**src/rtl/fetch_unit_pkg.sv**
```systemverilog
// Shared fetch/decode definitions: reset PC default, the NOP encoding and
// the prefetch entry layout. Imported by fetch_fifo and fetch_unit.
package fetch_unit_pkg;

   // Default fetch address after reset (overridable per instance).
   localparam logic [31:0] RESET_PC_DEFAULT = 32'h0000_0000;

   // addi x0, x0, 0 -- presented to decode whenever no instruction is valid.
   localparam logic [31:0] NOP_INSTR = 32'h0000_0013;

   // One prefetch entry: the fetched word tagged with its address.
   typedef struct packed {
      logic [31:0] pc;
      logic [31:0] instr;
   } fetch_entry_t;

   // Sequential word successor; wraps modulo 2^32.
   function automatic logic [31:0] next_word(input logic [31:0] addr);
      return addr + 32'd4;
   endfunction

endpackage

```
**src/rtl/fetch_fifo.sv**
```systemverilog
// Prefetch FIFO for fetch_unit. Power-of-two DEPTH, synchronous clear,
// same-cycle push and pop allowed (count unchanged). Head is read
// combinationally from storage.
module fetch_fifo
   import fetch_unit_pkg::*;
#(
   parameter int DEPTH = 4
) (
   input  logic                     clk,
   input  logic                     rst,
   input  logic                     clear,
   input  logic                     push,
   input  fetch_entry_t             push_data,
   input  logic                     pop,
   output fetch_entry_t             head,
   output logic                     full,
   output logic                     empty,
   output logic [$clog2(DEPTH):0]   count
);

   localparam int AW = $clog2(DEPTH);
   localparam int CW = AW + 1;
   localparam logic [CW-1:0] DEPTH_C = CW'(DEPTH);

   fetch_entry_t    mem [DEPTH];
   logic [AW-1:0]   wr_ptr;
   logic [AW-1:0]   rd_ptr;
   logic [CW-1:0]   cnt;
   logic            do_push;
   logic            do_pop;

   assign empty   = (cnt == '0);
   assign full    = (cnt == DEPTH_C);
   assign count   = cnt;
   assign head    = mem[rd_ptr];
   assign do_pop  = pop && !empty;
   assign do_push = push && (!full || do_pop);

   // Entry storage write.
   // NOTE: storage is deliberately not reset; validity is carried by cnt, so
   // resetting the array would only add reset fan-out for no behavioural gain.
   always_ff @(posedge clk) begin
      if (do_push && !clear)
         mem[wr_ptr] <= push_data;
   end

   // Pointer and occupancy update; clear empties the FIFO like reset.
   // NOTE: all state here uses non-blocking assignment so every register
   // samples pre-edge values regardless of block ordering.
   always_ff @(posedge clk) begin
      if (rst || clear) begin
         wr_ptr <= '0;
         rd_ptr <= '0;
         cnt    <= '0;
      end else begin
         if (do_push)
            wr_ptr <= wr_ptr + AW'(1);
         if (do_pop)
            rd_ptr <= rd_ptr + AW'(1);
         case ({do_push, do_pop})
            2'b10:   cnt <= cnt + CW'(1);
            2'b01:   cnt <= cnt - CW'(1);
            default: cnt <= cnt;
         endcase
      end
   end

endmodule

```
**src/rtl/fetch_unit.sv**
```systemverilog
// Sequential instruction fetch front end. Issues in-order word reads over a
// valid/ready channel, buffers responses in a prefetch FIFO and presents
// Instr/PC/PCPlus4 to decode. A PCSrc redirect flushes the FIFO and drops
// responses still owed for pre-redirect requests.
// Optional: define FETCH_MISALIGN_EN to add the sticky fetch_fault output
// for misaligned redirect targets; otherwise target bits [1:0] are cleared.
module fetch_unit
   import fetch_unit_pkg::*;
#(
   parameter int          DEPTH    = 4,
   parameter logic [31:0] RESET_PC = RESET_PC_DEFAULT
) (
   input  logic        clk,
   input  logic        rst,
   output logic        imem_req_valid,
   input  logic        imem_req_ready,
   output logic [31:0] imem_addr,
   input  logic        imem_rsp_valid,
   input  logic [31:0] imem_rsp_data,
   output logic        instr_valid,
   input  logic        instr_ready,
   output logic [31:0] Instr,
   output logic [31:0] PC,
   output logic [31:0] PCPlus4,
   input  logic        PCSrc,
   input  logic [31:0] PCTarget
`ifdef FETCH_MISALIGN_EN
   ,
   output logic        fetch_fault
`endif
);

   localparam int CW = $clog2(DEPTH) + 1;
   localparam logic [CW-1:0] DEPTH_C = CW'(DEPTH);

   logic [31:0]    fetch_pc;
   logic [31:0]    rsp_pc;
   logic [31:0]    last_pc;
   logic [31:0]    target_pc;
   logic [CW-1:0]  inflight;
   logic [CW-1:0]  discard;
   logic [CW-1:0]  inflight_after_rsp;
   logic [CW-1:0]  fifo_count;
   logic           fifo_full;
   logic           fifo_empty;
   logic           req_fire;
   logic           rsp_drop;
   logic           push;
   logic           pop;
   logic           fault;
   fetch_entry_t   head;
   fetch_entry_t   push_data;

   // Redirect target as loaded into the PC registers.
`ifdef FETCH_MISALIGN_EN
   assign target_pc = PCTarget;
`else
   assign target_pc = PCTarget & 32'hFFFF_FFFC;
`endif

   // Issue is capped so FIFO entries plus outstanding requests never exceed
   // DEPTH; every response therefore has a free slot waiting for it.
   assign imem_req_valid = !rst && !PCSrc && !fault &&
                           ((fifo_count + inflight) < DEPTH_C);
   assign imem_addr      = fetch_pc;
   assign req_fire       = imem_req_valid && imem_req_ready;

   // Responses while discard is nonzero belong to pre-redirect requests.
   assign rsp_drop           = (discard != '0);
   assign inflight_after_rsp = inflight - CW'(imem_rsp_valid);

   // Redirect wins over push and pop in its cycle.
   assign push      = imem_rsp_valid && !rsp_drop && !PCSrc;
   assign pop       = instr_valid && instr_ready && !PCSrc;
   assign push_data = '{pc: rsp_pc, instr: imem_rsp_data};

   assign instr_valid = !fifo_empty && !fault;
   assign Instr       = instr_valid ? head.instr : NOP_INSTR;
   assign PC          = instr_valid ? head.pc    : last_pc;
   assign PCPlus4     = next_word(PC);

   fetch_fifo #(
      .DEPTH (DEPTH)
   ) u_fifo (
      .clk       (clk),
      .rst       (rst),
      .clear     (PCSrc),
      .push      (push),
      .push_data (push_data),
      .pop       (pop),
      .head      (head),
      .full      (fifo_full),
      .empty     (fifo_empty),
      .count     (fifo_count)
   );

   // Fetch/response address tracking and outstanding-request bookkeeping.
   always_ff @(posedge clk) begin
      if (rst) begin
         fetch_pc <= RESET_PC;
         rsp_pc   <= RESET_PC;
         inflight <= '0;
         discard  <= '0;
      end else if (PCSrc) begin
         // Everything still owed by memory is now stale, including any
         // discards already pending; the response of this cycle is dropped.
         fetch_pc <= target_pc;
         rsp_pc   <= target_pc;
         inflight <= inflight_after_rsp;
         discard  <= inflight_after_rsp;
      end else begin
         if (req_fire)
            fetch_pc <= next_word(fetch_pc);
         if (push)
            rsp_pc <= next_word(rsp_pc);
         inflight <= inflight_after_rsp + CW'(req_fire);
         if (imem_rsp_valid && rsp_drop)
            discard <= discard - CW'(1);
      end
   end

   // Remember the last head PC so PC holds steady while the FIFO is empty.
   always_ff @(posedge clk) begin
      if (rst)
         last_pc <= RESET_PC;
      else if (!fifo_empty)
         last_pc <= head.pc;
   end

`ifdef FETCH_MISALIGN_EN
   // Sticky fault on a misaligned redirect target; only reset clears it.
   always_ff @(posedge clk) begin
      if (rst)
         fault <= 1'b0;
      else if (PCSrc && (PCTarget[1:0] != 2'b00))
         fault <= 1'b1;
   end
   assign fetch_fault = fault;
`else
   assign fault = 1'b0;
`endif

   // Protocol checks on the response channel (simulation only).
   always_ff @(posedge clk) begin
      if (!rst && imem_rsp_valid) begin
         assert (inflight != '0);
         assert (!(push && fifo_full));
      end
   end

endmodule

```
**config.mk**
```make
export PLATFORM = sky130hd
export DESIGN_NAME = fetch_unit
export DESIGN_NICKNAME = d
export VERILOG_FILES = /design/src/rtl/fetch_unit_pkg.sv /design/src/rtl/fetch_fifo.sv /design/src/rtl/fetch_unit.sv
export SDC_FILE = /design/constraint.sdc
export NUM_CORES = 1
export LEC_CHECK = 0
export BUFFER_PORTS_ARGS = -buffer_cell sky130_fd_sc_hd__buf_4
export CORE_MARGIN = 2
export CORE_UTILIZATION = 30
export DETAILED_ROUTE_END_ITERATION = 12
export PLACE_DENSITY_LB_ADDON = 0.1
export SETUP_SLACK_MARGIN = 0.15
export SYNTH_ARGS = -nofsm -noshare
export SYNTH_HDL_FRONTEND = slang
export SYNTH_HIERARCHICAL = 1
export SYNTH_SLANG_ARGS = --single-unit
```
**constraint.sdc**
```tcl
create_clock -name clk -period 8.7 [get_ports clk]
set_input_delay 0.87 -clock clk [delete_from_list [all_inputs] [get_ports clk]]
set_output_delay 0.87 -clock clk [all_outputs]
set_load 0.05 [all_outputs]
```
## Yosys cells after proc, flatten, opt, wreduce, memory -nomap -nowiden

Memories as Yosys holds them, arrays and structs flattened. A register that Yosys moved wholly into a read port is not among the register bits.
Index checks and enable logic that the tools add are counted.
W data, S select, Z words.

| storage, ports and cells | value |
|---|---|
| register bits | 109 |
| memory bits (writable) | 256 |
| input port bits | 70 |
| output and inout bits | 130 |
| logic and storage cells | 65 |
| memories | 1 |

| cells by class | value |
|---|---|
| add/sub/neg operators | 11 |
| order comparisons | 1 |
| eq/ne operators | 3 |
| muxes and demuxes | 14 |
| reduce and logical (&&, ||, !) cells | 25 |

Memories:

| name | words | bits a word | rd ports | clocked after memory_dff | wr ports | line | source |
|---|---|---|---|---|---|---|---|
| u_fifo.mem | 4 | 64 | 1 | 1 | 1 | fetch_fifo.sv:25 | `fetch_entry_t mem [DEPTH];` |

Operators by type and width:

| operator | count |
|---|---|
| $mux W32 | 6 |
| $add A32 B3 Y32 const B | 3 |
| $logic_and A1 B1 Y1 | 11 |
| $mux W3 | 3 |
| $reduce_bool A2 Y1 | 4 |
| $pmux W3 S2 | 1 |
| $sub A3 B1 Y3 const B | 2 |
| $logic_not A1 Y1 | 5 |
| $add A2 B1 Y2 const B | 2 |
| $mux W2 | 2 |
| $add A3 B1 Y3 | 1 |
| $add A3 B1 Y3 const B | 1 |
| $add A3 B3 Y3 | 1 |
| $eq A3 B3 Y1 const B | 1 |
| $logic_not A3 Y1 | 1 |
| $lt A3 B3 Y1 const B | 1 |
| $reduce_bool A3 Y1 | 1 |
| $sub A3 B1 Y3 | 1 |
| $eq A2 B1 Y1 const B | 1 |
| $eq A2 B2 Y1 const B | 1 |
| $logic_or A1 B1 Y1 | 2 |
| $mux W1 | 2 |
| $reduce_or A2 Y1 | 1 |

## Depth between registers and ports, before layout

| depth | value |
|---|---|
| depth in word-level cells | 10 |
| mapped depth | 15 |
| gate-level depth less buffers | 10 |

## By module

Netlist, hierarchy kept.

By module, submodules not included:

| module | instances | cells an instance | area an instance (sq um) | sequential area each (sq um) |
|---|---|---|---|---|
| fetch_fifo | 1 | 404 | 9830.7 | 7867.5 |
| fetch_unit | 1 | 757 | 5987.0 | 1961.9 |

## Least setup slack after synthesis

Ideal clock, no wire load.

| timing path | value |
|---|---|
| path kind | reg-to-reg |
| from | register u_fifo.cnt[0] (netlist: u_fifo/count[0]) |
| to | memory u_fifo/mem[1][0] in the netlist's numbering (enable) |
| library setup time | 0.578 ns |
| data arrival time | 6.759 ns |
| data required time | 8.122 ns |
| slack | 1.364 ns |
| cell stages (with the launch flop) | 12 |
| buffers on the path | 5 |
| period minus slack after synthesis | 7.336 ns |
| path through | dfxtp_1 buf_2 nor3_1 buf_4 buf_4 buf_2 buf_2 inv_1 and3_1 or4b_4 nand2_2 nor3b_1 |

| between the ends | value |
|---|---|
| cells in the longest elaborated chain, start to end | 10 |
| elaborated cells on any way between the ends | 12 |
| classes of those cells | eq/ne: 1; mux: 2; reduce/logical: 9 |

RTL lines:

| item | line | source |
|---|---|---|
| start: declaration | fetch_fifo.sv:28 | `logic [CW-1:0] cnt;` |
| start signal: assignment | fetch_fifo.sv:61 | `2'b10: cnt <= cnt + CW'(1);` |
| start signal: assignment | fetch_fifo.sv:62 | `2'b01: cnt <= cnt - CW'(1);` |
| start signal: assignment | fetch_fifo.sv:63 | `default: cnt <= cnt;` |
| $logic_not A3 Y1 | fetch_fifo.sv:32 | `assign empty = (cnt == '0);` |
| named net fifo_empty | fetch_unit.sv:45 | `logic fifo_empty;` |
| $logic_not A1 Y1 | fetch_unit.sv:77 | `assign instr_valid = !fifo_empty && !fault;` |
| named net instr_valid | fetch_unit.sv:20 | `output logic instr_valid,` |
| $logic_and A1 B1 Y1 (2 in a row) | fetch_unit.sv:74 | `assign pop = instr_valid && instr_ready && !PCSrc;` |
| named net pop | fetch_unit.sv:49 | `logic pop;` |
| $logic_and A1 B1 Y1 | fetch_fifo.sv:36 | `assign do_pop = pop && !empty;` |
| $logic_or A1 B1 Y1 | fetch_fifo.sv:37 | `assign do_push = push && (!full \|\| do_pop);` |
| $logic_and A1 B1 Y1 | fetch_fifo.sv:37 |  |
| $logic_and A1 B1 Y1 | fetch_fifo.sv:43 | `if (do_push && !clear)` |
| $mux W1 | fetch_fifo.sv:43 |  |
| $mux W1 (not written as such) | fetch_fifo.sv:44 | `mem[wr_ptr] <= push_data;` |
| end: declaration | fetch_fifo.sv:25 |  |

The timed path passes the listed nets, and every way through them passes these cells.

==> results.toml <==
[finish]
fillers = 5125
layout.nets = 1442
design_area_mm2 = 0.01929
final_core_util = 0.3685
num_antenna_cells = 0
syn2layout_area_growth_pct = 21.99
drive_above_1_share = 0.2653

[run]
max-cap-violations = 0

[placed_design]
place.gp.congestion = 0.7731
port_buffers = 195
dpl_cell_area_mm2 = 0.01795
hpwlAfterDp_um = 26100

[floorplanning]
fp.dieH_um = 233.6
ios = 200
dieArea_mm2 = 0.05456
initial_core_util = 0.3021
core_area_mm2 = 0.05234
rows = 84
die-width_um = 233.6

[setup_path]
reg2reg_to = "u_fifo/mem[2][12]"
end_kind = "output pin"
cp-start-kind = "register"
crit_chain = "buf_4 > mux4_2 > mux2i_1 > a21oi_1 > nand4_1 > nor4_1 > xnor2_1 > buf_4"
r2r-start = "u_fifo/count[1]"
r2r_setup_slack_ns = 4.54
crit_type = "register to output pin"
cpPeakStageDelay_ns = 0.84
crit_required_ns = 7.83
crit_slowest_cell = "buf_4"
arrival_ns = 4.11
cpMostUsedCell = "buf_4"
ff2ff_path_depth = 10
crit_path_max_fanout = 46

[grt]
grt_antenna_before_repair = 0
grt_max_degree = 76
overflow = 0
grt_pass1_vias = 10330
grt_util_all_layers = 0.1480
grt_pass1_wl_um = 61750

[sta]
hold_violations = 0
setup-tns-final_ns = 0
rsz0062_at_grt = "false"
timing.final.crit_period_ns = 4.984
fmax_ghz = 0.2006
hold_slack_ns = 0.4971
worst_pin_slew_ns = 1.014
fin_crit_sh = 0.5729
slew_violations = 0
relSlewSlack = 0.3238
finClkSkew_ns = 0.01703
setup_viol = 0

[power]
pwr_density_cell_mw_per_mm2 = 200.6
p_leak_uw = 0.006968
peakVddDrop_v = 0.0001097

[detailed_routing]
via_count = 10080
viasPerCell = 4.850
drc_errors = 0
dr.pass1.iters = 5
ant_nets = 0
drt_iter0_markers = 566
drt_wl_total_um = 40360
wl_per_cell_um = 19.41

[cts]
cts_tree = "done"
clock_latency_ns = 0.55
clock_path_buffers = 3
cts_root_buf = "clkbuf_16"
numClockSinks = 363
cts_hold_buf = 0
cts_max_level = 2
cts_setup_buffers = 0
path_clk_slew_ns = 0.06
cts_buffers = 43
post_cts_resized = 0

[yosys]
synth_warnings = 6
synthesis.area_mm2 = 0.01581
avgSynthCellArea_um2 = 13.63
syn_inst = 1160

[min_path]
min_to = "last_pc[23]"
holdPathStages = 2
hold_path.class = "register to register"
holdCritStartpoint = "last_pc[23]"

[outcome]
status = "finished, final reports clean"
==> stage by stage <==
stage	total power, uW	cells	setup slack (ns)
final	3869	2079	3.716
after global routing	4017	2079	3.247
after CTS	3935	2079	3.418
after global placement	2196	2000	4.066
after floorplan	2099	1169	1.364
after detailed placement	2199	2000	4.011
==> critical path: cells and delay by family (launching register included) <==
kind / cells / cell delay, ns
compound gates: 1 / 0.39
xor+xnor: 1 / 0.17
simple gates: 2 / 0.77
mux: 2 / 0.52
buf+inv: 2 / 1.06
flops: 1 / 0.61
==> worst max path at each step <==
stage,startpoint,endpoint,cells past startpoint
finish,register,PCPlus4[26],8
detailed placement,register,PCPlus4[26],8
floorplan,u_fifo/count[0],u_fifo/mem[1][0],11
CTS,register,PCPlus4[26],8
global placement,register,PCPlus4[26],8
global route,register,PCPlus4[26],8
==> placed cells by master, fill, tap and decap left out, types with 16 or more instances in the layout <==
master       n
edfxtp_1   256
nor2_1      78
nor2b_1     39
nand3_1     44
buf_4      209
nand2_1     73
mux2i_1     29
dfxtp_1    105
nor3_1      18
clkbuf_16   45
nand4_1     23
xnor2_1     44
inv_1       53
a21oi_1     32
mux4_2      64
a31oi_1     16
==> power breakdown <==
part | leakage (uW) | internal (uW) | total [uW] | switching [uW]
logic | 0.00311 | 86.1 | 232 | 146
clock network | 0.000652 | 1000 | 1710 | 706
registers | 0.00321 | 1890 | 1930 | 41.4
total | 0.00697 | 2980 | 3870 | 893
==> flip-flops by register name, indices dropped and copies added (netlist names), named ones only <==
name and count:
u_fifo/rd_ptr 2, u_fifo/wr_ptr 2, u_fifo/count 3, rsp_pc 30
inflight 3, imem_addr 30, last_pc 32, u_fifo/mem 256
discard 3
==> routing by layer <==
metal	share of wire	global-route usage
met4	0.023	0.04806
met1	0.47	0.2033
met3	0.047	0.02551
met5	0	0
met2	0.46	0.2371
==> layout make-up <==
type | instances | area, um2 | share of cell area
sequential | 363 | 9837 | 0.5100
multi-input combinational | 685 | 5474 | 0.2838
timing repair buffer | 209 | 1569 | 0.08134
clock buffer | 60 | 1212 | 0.06286
tap | 688 | 860.8 | 0.04463
inverter | 55 | 206.4 | 0.01070
clock inverter | 19 | 128.9 | 0.006681
No activity file was read; power rests on OpenSTA's default activity.
